--- src/rtl/multicycle_ctrl_fsm.sv ---
// rtl/multicycle_ctrl_fsm.sv - multicycle RV32I control FSM with memory handshake and traps
//
// Sequences each instruction through fetch, decode, execute, memory and
// writeback states. A wait counter bounds every memory handshake; on expiry
// the FSM traps with cause 10. Build macro CTRL_ILLEGAL_TRAP_EN makes an
// unrecognised opcode trap with cause 01; without it such an opcode is a NOP.
//
// Ports:
//   clk, rst_n                      clock, asynchronous active-low reset
//   op, funct3, funct7b5            instruction fields (op stable after FETCH)
//   Zero, ALUR31, ALUCarry          flags of rs1-rs2 (ALUCarry=1: no borrow)
//   mem_ready                       memory completes current access
//   trap_ack                        handler accepts pending trap
//   mem_req, MemWrite, AdrSrc       memory request, write strobe, address select
//   IRWrite, PCWrite, RegWrite      datapath write enables
//   ResultSrc, ALUSrcA, ALUSrcB     datapath selects
//   ALUOp, ImmSrc                   ALU decode class, immediate format
//   trap, trap_cause                trap pending and its cause
module multicycle_ctrl_fsm #(
  parameter int unsigned MEM_TIMEOUT = 15,
  parameter int unsigned CNT_W       = 4
) (
  input  logic       clk,
  input  logic       rst_n,
  input  logic [6:0] op,
  input  logic [2:0] funct3,
  input  logic       funct7b5,
  input  logic       Zero,
  input  logic       ALUR31,
  input  logic       ALUCarry,
  input  logic       mem_ready,
  input  logic       trap_ack,
  output logic       mem_req,
  output logic       MemWrite,
  output logic       IRWrite,
  output logic       PCWrite,
  output logic       RegWrite,
  output logic       AdrSrc,
  output logic [1:0] ResultSrc,
  output logic [1:0] ALUSrcA,
  output logic [1:0] ALUSrcB,
  output logic [1:0] ALUOp,
  output logic [2:0] ImmSrc,
  output logic       trap,
  output logic [1:0] trap_cause
);

  localparam logic [6:0] OP_LOAD  = 7'b0000011;
  localparam logic [6:0] OP_STORE = 7'b0100011;
  localparam logic [6:0] OP_R     = 7'b0110011;
  localparam logic [6:0] OP_I     = 7'b0010011;
  localparam logic [6:0] OP_BR    = 7'b1100011;
  localparam logic [6:0] OP_JAL   = 7'b1101111;
  localparam logic [6:0] OP_JALR  = 7'b1100111;
  localparam logic [6:0] OP_LUI   = 7'b0110111;
  localparam logic [6:0] OP_AUIPC = 7'b0010111;

  typedef enum logic [3:0] {
    S_IDLE, S_FETCH, S_DECODE, S_MEMADR, S_MEMRD, S_MEMWB, S_MEMWR,
    S_EXEC_R, S_EXEC_I, S_ALUWB, S_BRANCH, S_JAL, S_JALR, S_UPPER, S_TRAP
  } state_t;

  state_t           state_q, state_d;
  logic [CNT_W-1:0] cnt_q, cnt_d;
  logic [1:0]       cause_q, cause_d;
  logic             timeout;
  logic             taken;
  logic             mem_state;

  // funct7b5 only matters to the ALU decoder downstream.
  logic unused_funct7b5;
  assign unused_funct7b5 = funct7b5;

  // Limit reached with no completion; mem_ready on the same cycle wins.
  assign timeout = (MEM_TIMEOUT != 0) && (cnt_q == CNT_W'(MEM_TIMEOUT)) && !mem_ready;

  assign mem_state = (state_q == S_FETCH) || (state_q == S_MEMRD) || (state_q == S_MEMWR);

  always_comb begin
    taken = 1'b0;
    unique case (funct3)
      3'b000:  taken = Zero;
      3'b001:  taken = ~Zero;
      3'b100:  taken = ALUR31;
      3'b101:  taken = ~ALUR31;
      3'b110:  taken = ~ALUCarry;
      3'b111:  taken = ALUCarry;
      default: taken = 1'b0;
    endcase
  end

  always_ff @(posedge clk or negedge rst_n) begin
    if (!rst_n) begin
      state_q <= S_IDLE;
      cnt_q   <= '0;
      cause_q <= 2'b00;
    end else begin
      state_q <= state_d;
      cnt_q   <= cnt_d;
      cause_q <= cause_d;
    end
  end

  always_comb begin
    state_d   = state_q;
    cause_d   = cause_q;
    mem_req   = 1'b0;
    MemWrite  = 1'b0;
    IRWrite   = 1'b0;
    PCWrite   = 1'b0;
    RegWrite  = 1'b0;
    AdrSrc    = 1'b0;
    ResultSrc = 2'b00;
    ALUSrcA   = 2'b00;
    ALUSrcB   = 2'b00;
    ALUOp     = 2'b00;
    ImmSrc    = 3'b000;
    trap      = 1'b0;
    unique case (state_q)
      S_IDLE: state_d = S_FETCH;
      S_FETCH: begin
        mem_req = 1'b1;
        ALUSrcB = 2'b10;
        if (mem_ready) begin
          IRWrite = 1'b1;
          PCWrite = 1'b1;
          state_d = S_DECODE;
        end else if (timeout) begin
          state_d = S_TRAP;
          cause_d = 2'b10;
        end
      end
      S_DECODE: begin
        ALUSrcA = 2'b01;
        ALUSrcB = 2'b01;
        unique case (op)
          OP_LOAD, OP_STORE: state_d = S_MEMADR;
          OP_R:              state_d = S_EXEC_R;
          OP_I:              state_d = S_EXEC_I;
          OP_BR:             state_d = S_BRANCH;
          OP_JAL:            state_d = S_JAL;
          OP_JALR:           state_d = S_JALR;
          OP_LUI, OP_AUIPC:  state_d = S_UPPER;
          default: begin
`ifdef CTRL_ILLEGAL_TRAP_EN
            state_d = S_TRAP;
            cause_d = 2'b01;
`else
            state_d = S_FETCH;
`endif
          end
        endcase
      end
      S_MEMADR: begin
        ALUSrcA = 2'b10;
        ALUSrcB = 2'b01;
        if (op == OP_STORE) begin
          ImmSrc  = 3'b001;
          state_d = S_MEMWR;
        end else begin
          state_d = S_MEMRD;
        end
      end
      S_MEMRD: begin
        mem_req = 1'b1;
        AdrSrc  = 1'b1;
        if (mem_ready) state_d = S_MEMWB;
        else if (timeout) begin
          state_d = S_TRAP;
          cause_d = 2'b10;
        end
      end
      S_MEMWB: begin
        RegWrite  = 1'b1;
        ResultSrc = 2'b01;
        state_d   = S_FETCH;
      end
      S_MEMWR: begin
        mem_req  = 1'b1;
        MemWrite = 1'b1;
        AdrSrc   = 1'b1;
        if (mem_ready) state_d = S_FETCH;
        else if (timeout) begin
          state_d = S_TRAP;
          cause_d = 2'b10;
        end
      end
      S_EXEC_R: begin
        ALUSrcA = 2'b10;
        ALUOp   = 2'b10;
        state_d = S_ALUWB;
      end
      S_EXEC_I: begin
        ALUSrcA = 2'b10;
        ALUSrcB = 2'b01;
        ALUOp   = 2'b10;
        // Shift-immediates carry a zero-extended shamt instead of a signed imm.
        ImmSrc  = (funct3 == 3'b001 || funct3 == 3'b101) ? 3'b101 : 3'b000;
        state_d = S_ALUWB;
      end
      S_ALUWB: begin
        RegWrite = 1'b1;
        state_d  = S_FETCH;
      end
      S_BRANCH: begin
        ALUSrcA = 2'b10;
        ALUOp   = 2'b01;
        ImmSrc  = 3'b010;
        PCWrite = taken;
        state_d = S_FETCH;
      end
      S_JAL, S_JALR: begin
        ALUSrcA   = 2'b01;
        ALUSrcB   = 2'b10;
        ImmSrc    = (state_q == S_JAL) ? 3'b011 : 3'b000;
        PCWrite   = 1'b1;
        RegWrite  = 1'b1;
        ResultSrc = 2'b10;
        state_d   = S_FETCH;
      end
      S_UPPER: begin
        ImmSrc    = 3'b100;
        RegWrite  = 1'b1;
        ResultSrc = 2'b11;
        state_d   = S_FETCH;
      end
      S_TRAP: begin
        trap = 1'b1;
        if (trap_ack) begin
          state_d = S_FETCH;
          cause_d = 2'b00;
        end
      end
      default: state_d = S_IDLE;
    endcase
  end

  // Counter restarts on every entry to a memory state and counts stalled cycles.
  always_comb begin
    cnt_d = '0;
    if (mem_state && state_d == state_q) cnt_d = cnt_q + 1'b1;
  end

  assign trap_cause = cause_q;

endmodule

--- config.mk ---
export PLATFORM = sky130hd
export DESIGN_NAME = multicycle_ctrl_fsm
export DESIGN_NICKNAME = d
export VERILOG_FILES = /design/src/rtl/multicycle_ctrl_fsm.sv
export SDC_FILE = /design/constraint.sdc
export NUM_CORES = 1
export LEC_CHECK = 0
export CORE_UTILIZATION = 31
export DETAILED_ROUTE_END_ITERATION = 16
export PLACE_DENSITY = 0.65
export SLEW_MARGIN = 20
export SYNTH_ARGS = -nofsm -noshare
export SYNTH_HDL_FRONTEND = slang
export SYNTH_SLANG_ARGS = --single-unit
--- constraint.sdc ---
create_clock -name clk -period 1.7 [get_ports clk]
set_clock_uncertainty 0.15 [all_clocks]
set_input_delay 0.425 -clock clk [delete_from_list [all_inputs] [get_ports clk]]
set_output_delay 0.425 -clock clk [all_outputs]
set_load 0.01 [all_outputs]
After elaboration in Yosys (flattened, before gate mapping). Index checks and enable logic that the tools add are counted.

$add $sub $neg: 1. $mul: 0. Div/mod/pow operators: 0. Order comparisons: 0. Equal/unequal tests: 33. Shift operators: 0. Multiplexer cells: 30. Bitwise logic cells: 3. Reduce and logical (&&, ||, !) cells: 22.

Operators with widths (count): $eq A4 B4 Y1 const B (8); $pmux W4 S8 (1); $pmux W4 S7 (1); $mux W4 (6); $eq A7 B6 Y1 const B (3); $eq A7 B7 Y1 const B (3); $eq A4 B3 Y1 const B (4); $pmux W2 S2 (4); $pmux W3 S5 (1); $eq A7 B5 Y1 const B (2); $eq A3 B3 Y1 const B (4); $reduce_or A3 Y1 (4); $mux W2 (5); $reduce_or A2 Y1 (5); $eq A4 B2 Y1 const B (2); $mux W1 (8); $eq A7 B2 Y1 const B (1); $reduce_or A7 Y1 (1); $pmux W1 S6 (1); $pmux W2 S3 (1); $reduce_or A5 Y1 (1); $add A4 B1 Y4 const B (1); $eq A4 B1 Y1 const B (1); $eq A4 B4 Y1 (1); other kinds (14) (20).

Register bits after elaboration: 10. Latch bits: 0. RAM bits: 0. Bits in read-only memories: 0. Input port bits: 18. Logic and storage cells: 92. Memories: 0.

Longest topological paths before layout. Gate-level depths: netlist of the first run.

Depth in word-level cells: 8. Mapped depth: 6. Gate-level depth less buffers: 6.

Worst setup path after synthesis of the first run. Ideal clock, no wire load.

Path type: flip-flop to output port. Start: register state_q[2]. End: output port PCWrite. Data arrival time: 1379 ps. Required time: 1125 ps. Setup slack: -254 ps. Stages on the path, launching flop included: 6. Cell sequence: dfrtp_1 -> buf_4 -> clkbuf_1 -> nor4b_1 -> a31oi_1 -> o21ai_0.

Word-level cells in the longest chain between the ends: 3. Elaborated cells on any way between the ends: 6. Classes of those cells: eq/ne: 4; mux: 1; reduce/logical: 1.

RTL lines: start, declared (line 63) `state_t state_q, state_d;`; start signal, assigned (line 98) `state_q <= state_d;`; $eq A4 B4 Y1 (line 119) `unique case (state_q)`; $reduce_or A2 Y1; $pmux W1 S3 * (line 119); end, declared (line 36) `output logic PCWrite,`.

Mark *: on every way between the ends. The rest lies on a longest branch, timed or not.

Final worst setup path of the first run.
Start: input port funct3[2]. End: output port PCWrite.

Word-level cells in the longest chain between the ends: 3. Elaborated cells on any way between the ends: 8. Classes of those cells: eq/ne: 5; mux: 2; reduce/logical: 1.

RTL lines: start, declared (line 26) `input logic [2:0] funct3,`; $eq A3 B3 Y1, or another cell as far along (line 81) `unique case (funct3)`; $pmux W1 S6 * (line 81); $pmux W1 S3 * (line 119).

Marked as above.

==> out/metrics.csv, run 1 <==
metric,value,unit
worst hold path class,in2async,
combinational share of power,84.9,%
synth warn,0,
worst hold slack,298.6,ps
CP endpoint,PCWrite,
CP endpoint kind,output pin,
remaining antenna violation count,0,
Final HPWL DP,2878,um
Crit-path slowest cell,mux2i_1,
Sw Pwr,1505,uW
maximum VDD drop,0.9585,mV
slack of the critical path,-442.0,ps
Clock Tree Buf Depth,2,
IO buf count,35,
Pre-antenna DRT Iters,4,
Top Ports,38,
fin nets,273,
flop-to-flop setup slack,-330,ps
Row Count,20,
final hold viol count,0,
internal power,1983,uW
setup violators final,27,
CTS sink cnt,9,
crit path cell chain,"clkdlybuf4s15_2, mux2i_1, xor2_1, o21ai_1, o21ai_1, o21ai_1, buf_2",
#FFs+latches synth,9,
layout cells sized above 1,57.71,%
cell taking the most area after synthesis,dfrtp_1,
max-cap violation count,0,
Die X,59.71,um
worst-case reg-to-reg path depth,9,
cell count after synthesis,145,
Total Wirelength,5188,um
failing checks,negative setup slack,
Post-synth top cells,"22 x nor2_1, 10 x o21ai_0, 9 x dfrtp_1, 9 x nand2_1, 8 x nand2b_1",
Starting DRT DRC Count,68,
clk root buf,clkbuf_4,
R2R Path Start,state_q[2],
Unique masters post-synth,45,
setup TNS,-7724,ps
dpl ws,-999.9,ps
share of the synthesized area in the top cell type,21.82,%
DR vias,1618,
CTS tree,built,
core area,0.003103,sq mm
design area,0.002316,sq mm
Pleak,0.001103,uW
placed cell areas,0.001773,sq mm
Fmax achieved,466.9,MHz
worst skew pair latency,260,ps
Die Y-Extent,59.71,um
CP arrival,1570,ps
first-pass GRT wire length,7107,um
WL per Instance,17.47,um
vias in the first global route,1596,
# hold bufs at CTS,0,
post-layout min period,2142,ps
Setup crit start,funct3[2],
largest net degree at the start of global routing,12,
GP Congestion,0.8332,
fraction of registers with async set/reset,100.0,%
CP max stage delay,240,ps
Initial Util,33.27,%
most frequent cell on the critical path,o21ai_1,
Die ar.,0.003565,sq mm
# diodes,0,
Slew Limit Fails,0,
Flop pwr share,10.6,%
status,"complete, but fails checks",
top-count cell post-synth,nor2_1,
H-Tree Depth,1,
RSZ-0062 raised after global routing,true,
Worst Path Required,1120,ps
Area contributors post-synth,"dfrtp_1 22%, nor2_1 8.0%, nand2b_1 4.8%",
initial antenna violation count,0,
clock share of power,4.5,%
GRT Util Overall,26.29,%
Inserted Clock Buffers,3,
Tcrit/Tclk final,126.0,%
P per Cell Area,1506,mW/mm^2
GRT overflow,0,
crit-path max FO,2,
Post-synth EDFFs,0,
"CTS clk-pin slew, worst paths",60,ps
r2r endpoint,cnt_q[2],
Synth Flop Type,dfrtp_1,
Post-Syn Area,0.001032,sq mm
post-DR vias/cell,5.448,
Post-Syn Area per Cell,7.119,sq um
sequential-to-total area share from yosys stat,21.82,%
switching fraction of total power,43.15,%
DRC viols,0,
CP startpoint kind,input pin,
Area Growth Syn to Fin,124.4,%
CP Class,in2out,
syn_nets,164,
==> cell type report <==
class / count / area [sq um]
multi-input cells: 120 / 1003
fillers: 243 / 787.0
well taps: 44 / 55.05
repair buffers: 114 / 979.7
flip-flops and latches: 9 / 229.0
inverters: 6 / 22.52
clock buffers: 4 / 26.28
==> cell usage in the layout, fill, tap and decap left out, drive strengths merged, types with 2 or more instances in the layout <==
cell type / Yosys / routed
clkdlybuf4s50: 0 / 3
a21oi: 8 / 8
xnor2: 3 / 3
xor2: 3 / 3
dlygate4sd2: 0 / 13
buf: 6 / 96
nor2: 22 / 22
nand2: 9 / 9
dfrtp: 9 / 9
nor3: 4 / 4
nor2b: 6 / 6
o21ai: 10 / 10
inv: 6 / 6
o221ai: 3 / 3
and3b: 3 / 3
o22ai: 3 / 3
and2: 3 / 3
clkbuf: 4 / 5
a22o: 2 / 2
nor4b: 3 / 3
a211oi: 2 / 2
a31oi: 4 / 4
nand2b: 8 / 8
nand3: 6 / 6
==> sequential cells by signal (all words and copies together), names as in the netlist <==
signal and count:
cnt_q 4, state_q 4, trap_cause 1
==> per-stage QoR <==
| step | util, % | instances | power [uW] |
|---|---|---|---|
| 6_report | 74.64 | 297 | 3488 |
| 5_1_grt | 74.64 | 297 | 3665 |
| 4_1_cts | 68.27 | 284 | 3005 |
| 3_3_place_gp | 57.14 | 261 | 2158 |
| 3_5_place_dp | 57.14 | 261 | 2196 |
| 2_1_floorplan | - | 145 | 1336 |
==> timing repair <==
action,CTS,global route
setup endpoints to repair,27,27
hold endpoints to repair,0,0
pin swaps,34,13
resized for setup,144,30
buffers inserted,20,13
==> kinds of logic after synthesis <==
family	after synthesis	synth area share [%]
AOI/OAI and AO/OA	41	27.03
DFF	9	21.82
xor gates and xnor gates	6	5.092
muxes	1	0.9697
other	1	0.3633
adders and majority gates	1	1.212
buffers and inverters	16	7.150
and+or+nand+nor	70	36.37
==> metal layers <==
metal	part of all wire (%)	up-vias	global-route usage, %
met4	4.5	0	15.61
met1	39	775	29.33
met3	4.7	27	1.732
met2	52	73	48.41
li1	-	743	-
met5	0	-	0
==> worst min path at each step <==
stage | from | cells past startpoint | slack [ps] | endpoint
4_1_cts | rst_n | 1 | 300 | state_q[3]
6_report | rst_n | 1 | 300 | state_q[3]
3_5_place_dp | cnt_q[0] | 1 | 310 | cnt_q[0]
5_1_grt | rst_n | 1 | 330 | state_q[3]
2_1_floorplan | rst_n | 0 | -20 | cnt_q[0]
3_3_place_gp | cnt_q[0] | 1 | 300 | cnt_q[0]
==> worst max-delay path, delay by kind of cell <==
family / cells / cell delay [ps]
AOI/OAI and AO/OA: 3 / 360
buffers and inverters: 2 / 340
xor gates and xnor gates: 1 / 200
muxes: 1 / 240
==> power by group through the flow <==
stage | clock, uW | combinational, uW | sequential [uW]
2_1_floorplan | 0 | 1000 | 331
3_3_place_gp | 0 | 1800 | 358
3_5_place_dp | 0 | 1830 | 363
4_1_cts | 168 | 2490 | 352
5_1_grt | 174 | 3120 | 375
6_report | 158 | 2960 | 369
Note: power is estimated with default switching activity, not from simulation.
==> inputs of run 2 (changes only) <==
CORE_UTILIZATION = 40   (was 31)
PLACE_DENSITY = 0.79   (was 0.65)
==> out/metrics.csv, run 2 (same netlist as run 1, synthesis figures left out) <==
metric,value,unit,change
status,"complete, but fails checks",,unchanged
failing checks,negative setup slack,,unchanged
crit-path max FO,4,,was 2
Relative slew margins,66.12,%,
Clock Tree Buf Depth,2,,unchanged
layout cells sized above 1,58.13,%,was 57.71%
largest net degree at the start of global routing,14,,was 12
Worst Path Required,1120,ps,about the same
Sw Pwr,1638,uW,was 1505 uW
worst skew pair latency,260,ps,about the same
r2r endpoint,cnt_q[1],,was cnt_q[2]
DP Cell Count,247,,was 261
Pleak,0.001076,uW,was 0.001103 uW
RSZ-0062 raised after global routing,true,,unchanged
Die ar.,0.002788,sq mm,was 0.003565 sq mm
CP startpoint kind,flop,,was input pin
"commonest non-fill, non-tap cell in the layout",buf_4,,unchanged
design area,0.002261,sq mm,was 0.002316 sq mm
worst hold path class,in2async,,unchanged
"CTS clk-pin slew, worst paths",60,ps,about the same
fin nets,266,,was 273
slack of the critical path,-457.1,ps,was -442.0 ps
core area,0.002455,sq mm,was 0.003103 sq mm
clock share of power,4.6,%,was 4.5%
IO buf count,35,,unchanged
GRT Util Overall,34.96,%,was 26.29%
CTS tree,built,,unchanged
CP endpoint kind,output pin,,unchanged
Die X,52.80,um,was 59.71 um
maximum VDD drop,1.737,mV,was 0.9585 mV
Tcrit/Tclk final,126.9,%,was 126.0%
# diodes,0,,unchanged
CP arrival,1580,ps,was 1570 ps
Inserted Clock Buffers,3,,unchanged
Final HPWL DP,2744,um,was 2878 um
Pre-antenna DRT Iters,5,,was 4
H-Tree Depth,1,,unchanged
vias in the first global route,1576,,was 1596
worst-margin pin slew,505.1,ps,
GRT overflow,0,,unchanged
Initial Util,42.05,%,was 33.27%
first-pass GRT wire length,7162,um,was 7107 um
placed cell areas,0.001755,sq mm,was 0.001773 sq mm
worst-case reg-to-reg path depth,7,,was 9
GP Congestion,0.8643,,was 0.8332
max-cap violation count,0,,unchanged
Row Count,18,,was 20
CTS sink cnt,9,,unchanged
setup violators final,26,,was 27
CP Class,reg2out,,was in2out
post-DR vias/cell,6.377,,was 5.448
WL per Instance,23.28,um,was 17.47 um
flop-to-flop setup slack,-410,ps,was -330 ps
post-layout min period,2157,ps,was 2142 ps
most frequent cells in the layout,"40 x buf_4, 31 x buf_6, 17 x nor2_1, 15 x buf_2, 13 x dlygate4sd2_1",,"was 54 x buf_4, 23 x buf_6, 19 x nor2_1, 14 x buf_2, 13 x dlygate4sd2_1"
P per Cell Area,1550,mW/mm^2,was 1506 mW/mm^2
combinational share of power,84.7,%,was 84.9%
Finished Layout Cells,276,,was 297
Starting DRT DRC Count,84,,was 68
Die Y-Extent,52.80,um,was 59.71 um
Flop pwr share,10.6,%,about the same
R2R Path Start,state_q[0],,was state_q[2]
Fmax achieved,463.6,MHz,was 466.9 MHz
remaining antenna violation count,0,,unchanged
internal power,1866,uW,was 1983 uW
DRC viols,0,,unchanged
final hold viol count,0,,unchanged
Area Growth Syn to Fin,119.0,%,was 124.4%
setup TNS,-8296,ps,was -7724 ps
Slew Limit Fails,0,,unchanged
Top Ports,38,,unchanged
DR vias,1760,,was 1618
Total Wirelength,6424,um,was 5188 um
switching fraction of total power,46.74,%,was 43.15%
initial antenna violation count,0,,unchanged
clk root buf,clkbuf_4,,unchanged
## run 2: area by class of cell
type / count / area, sq um
multi-input combinational: 120 / 1010
fill: 85 / 193.9
clock buffer: 4 / 26.28
timing repair buffer: 107 / 933.4
sequential: 9 / 229.0
tap: 30 / 37.54
inverter: 6 / 25.02
## run 2: repair_timing
action / 4_1_cts / 5_1_grt
buffers inserted: 18 / 11
pin swaps: 23 / 22
endpoints found under the hold margin: 0 / 0
endpoints found under the setup margin: 28 / 26
hold buffers: 0 / 0
resized for setup: 128 / 59
## run 2: power by group through the flow
stage | sequential, uW | combinational [uW] | clock (uW)
final | 373 | 2970 | 162
after global routing | 375 | 3090 | 171
after CTS | 352 | 2200 | 166
after detailed placement | 374 | 1800 | 0
after global placement | 371 | 1750 | 0
after floorplan | 331 | 1000 | 0
## run 2: metrics by stage
stage	utilization [%]	power [uW]	setup WS, ps	hold slack, ps
5_1_grt	92.10	3633	-565.4	344.1
3_3_place_gp	71.51	2116	-967.4	302.5
2_1_floorplan	-	1336	-56.99	-20.59
6_report	92.10	3504	-457.1	305.7
4_1_cts	82.06	2713	-398.9	310.0
3_5_place_dp	71.51	2176	-1016	306.0
## run 2: worst max-delay path, cell delays in order (launching register included)
cell	delay [ps]
dfrtp_2	440
buf_6	140
buf_6	120
nor4b_4	250
a31oi_1	70
o21ai_1	150
buf_2	150
## run 2: layer usage
metal,GRT usage [%],vias to the layer above,share of wire (%)
met5,0,-,0
li1,-,725,-
met4,17.54,0,6.9
met2,61.18,156,47
met3,6.667,54,10
met1,39.79,825,36
## run 2: worst max path at each step
stage | from | end | slack [ps] | cells past startpoint
after global routing | funct3[2] | PCWrite | -570 | 7
after global placement | funct3[2] | PCWrite | -970 | 7
after detailed placement | funct3[2] | PCWrite | -1020 | 7
final | state_q[2] | PCWrite | -460 | 6
after CTS | state_q[2] | PCWrite | -400 | 6
after floorplan | state_q[2] | PCWrite | -60 | 5
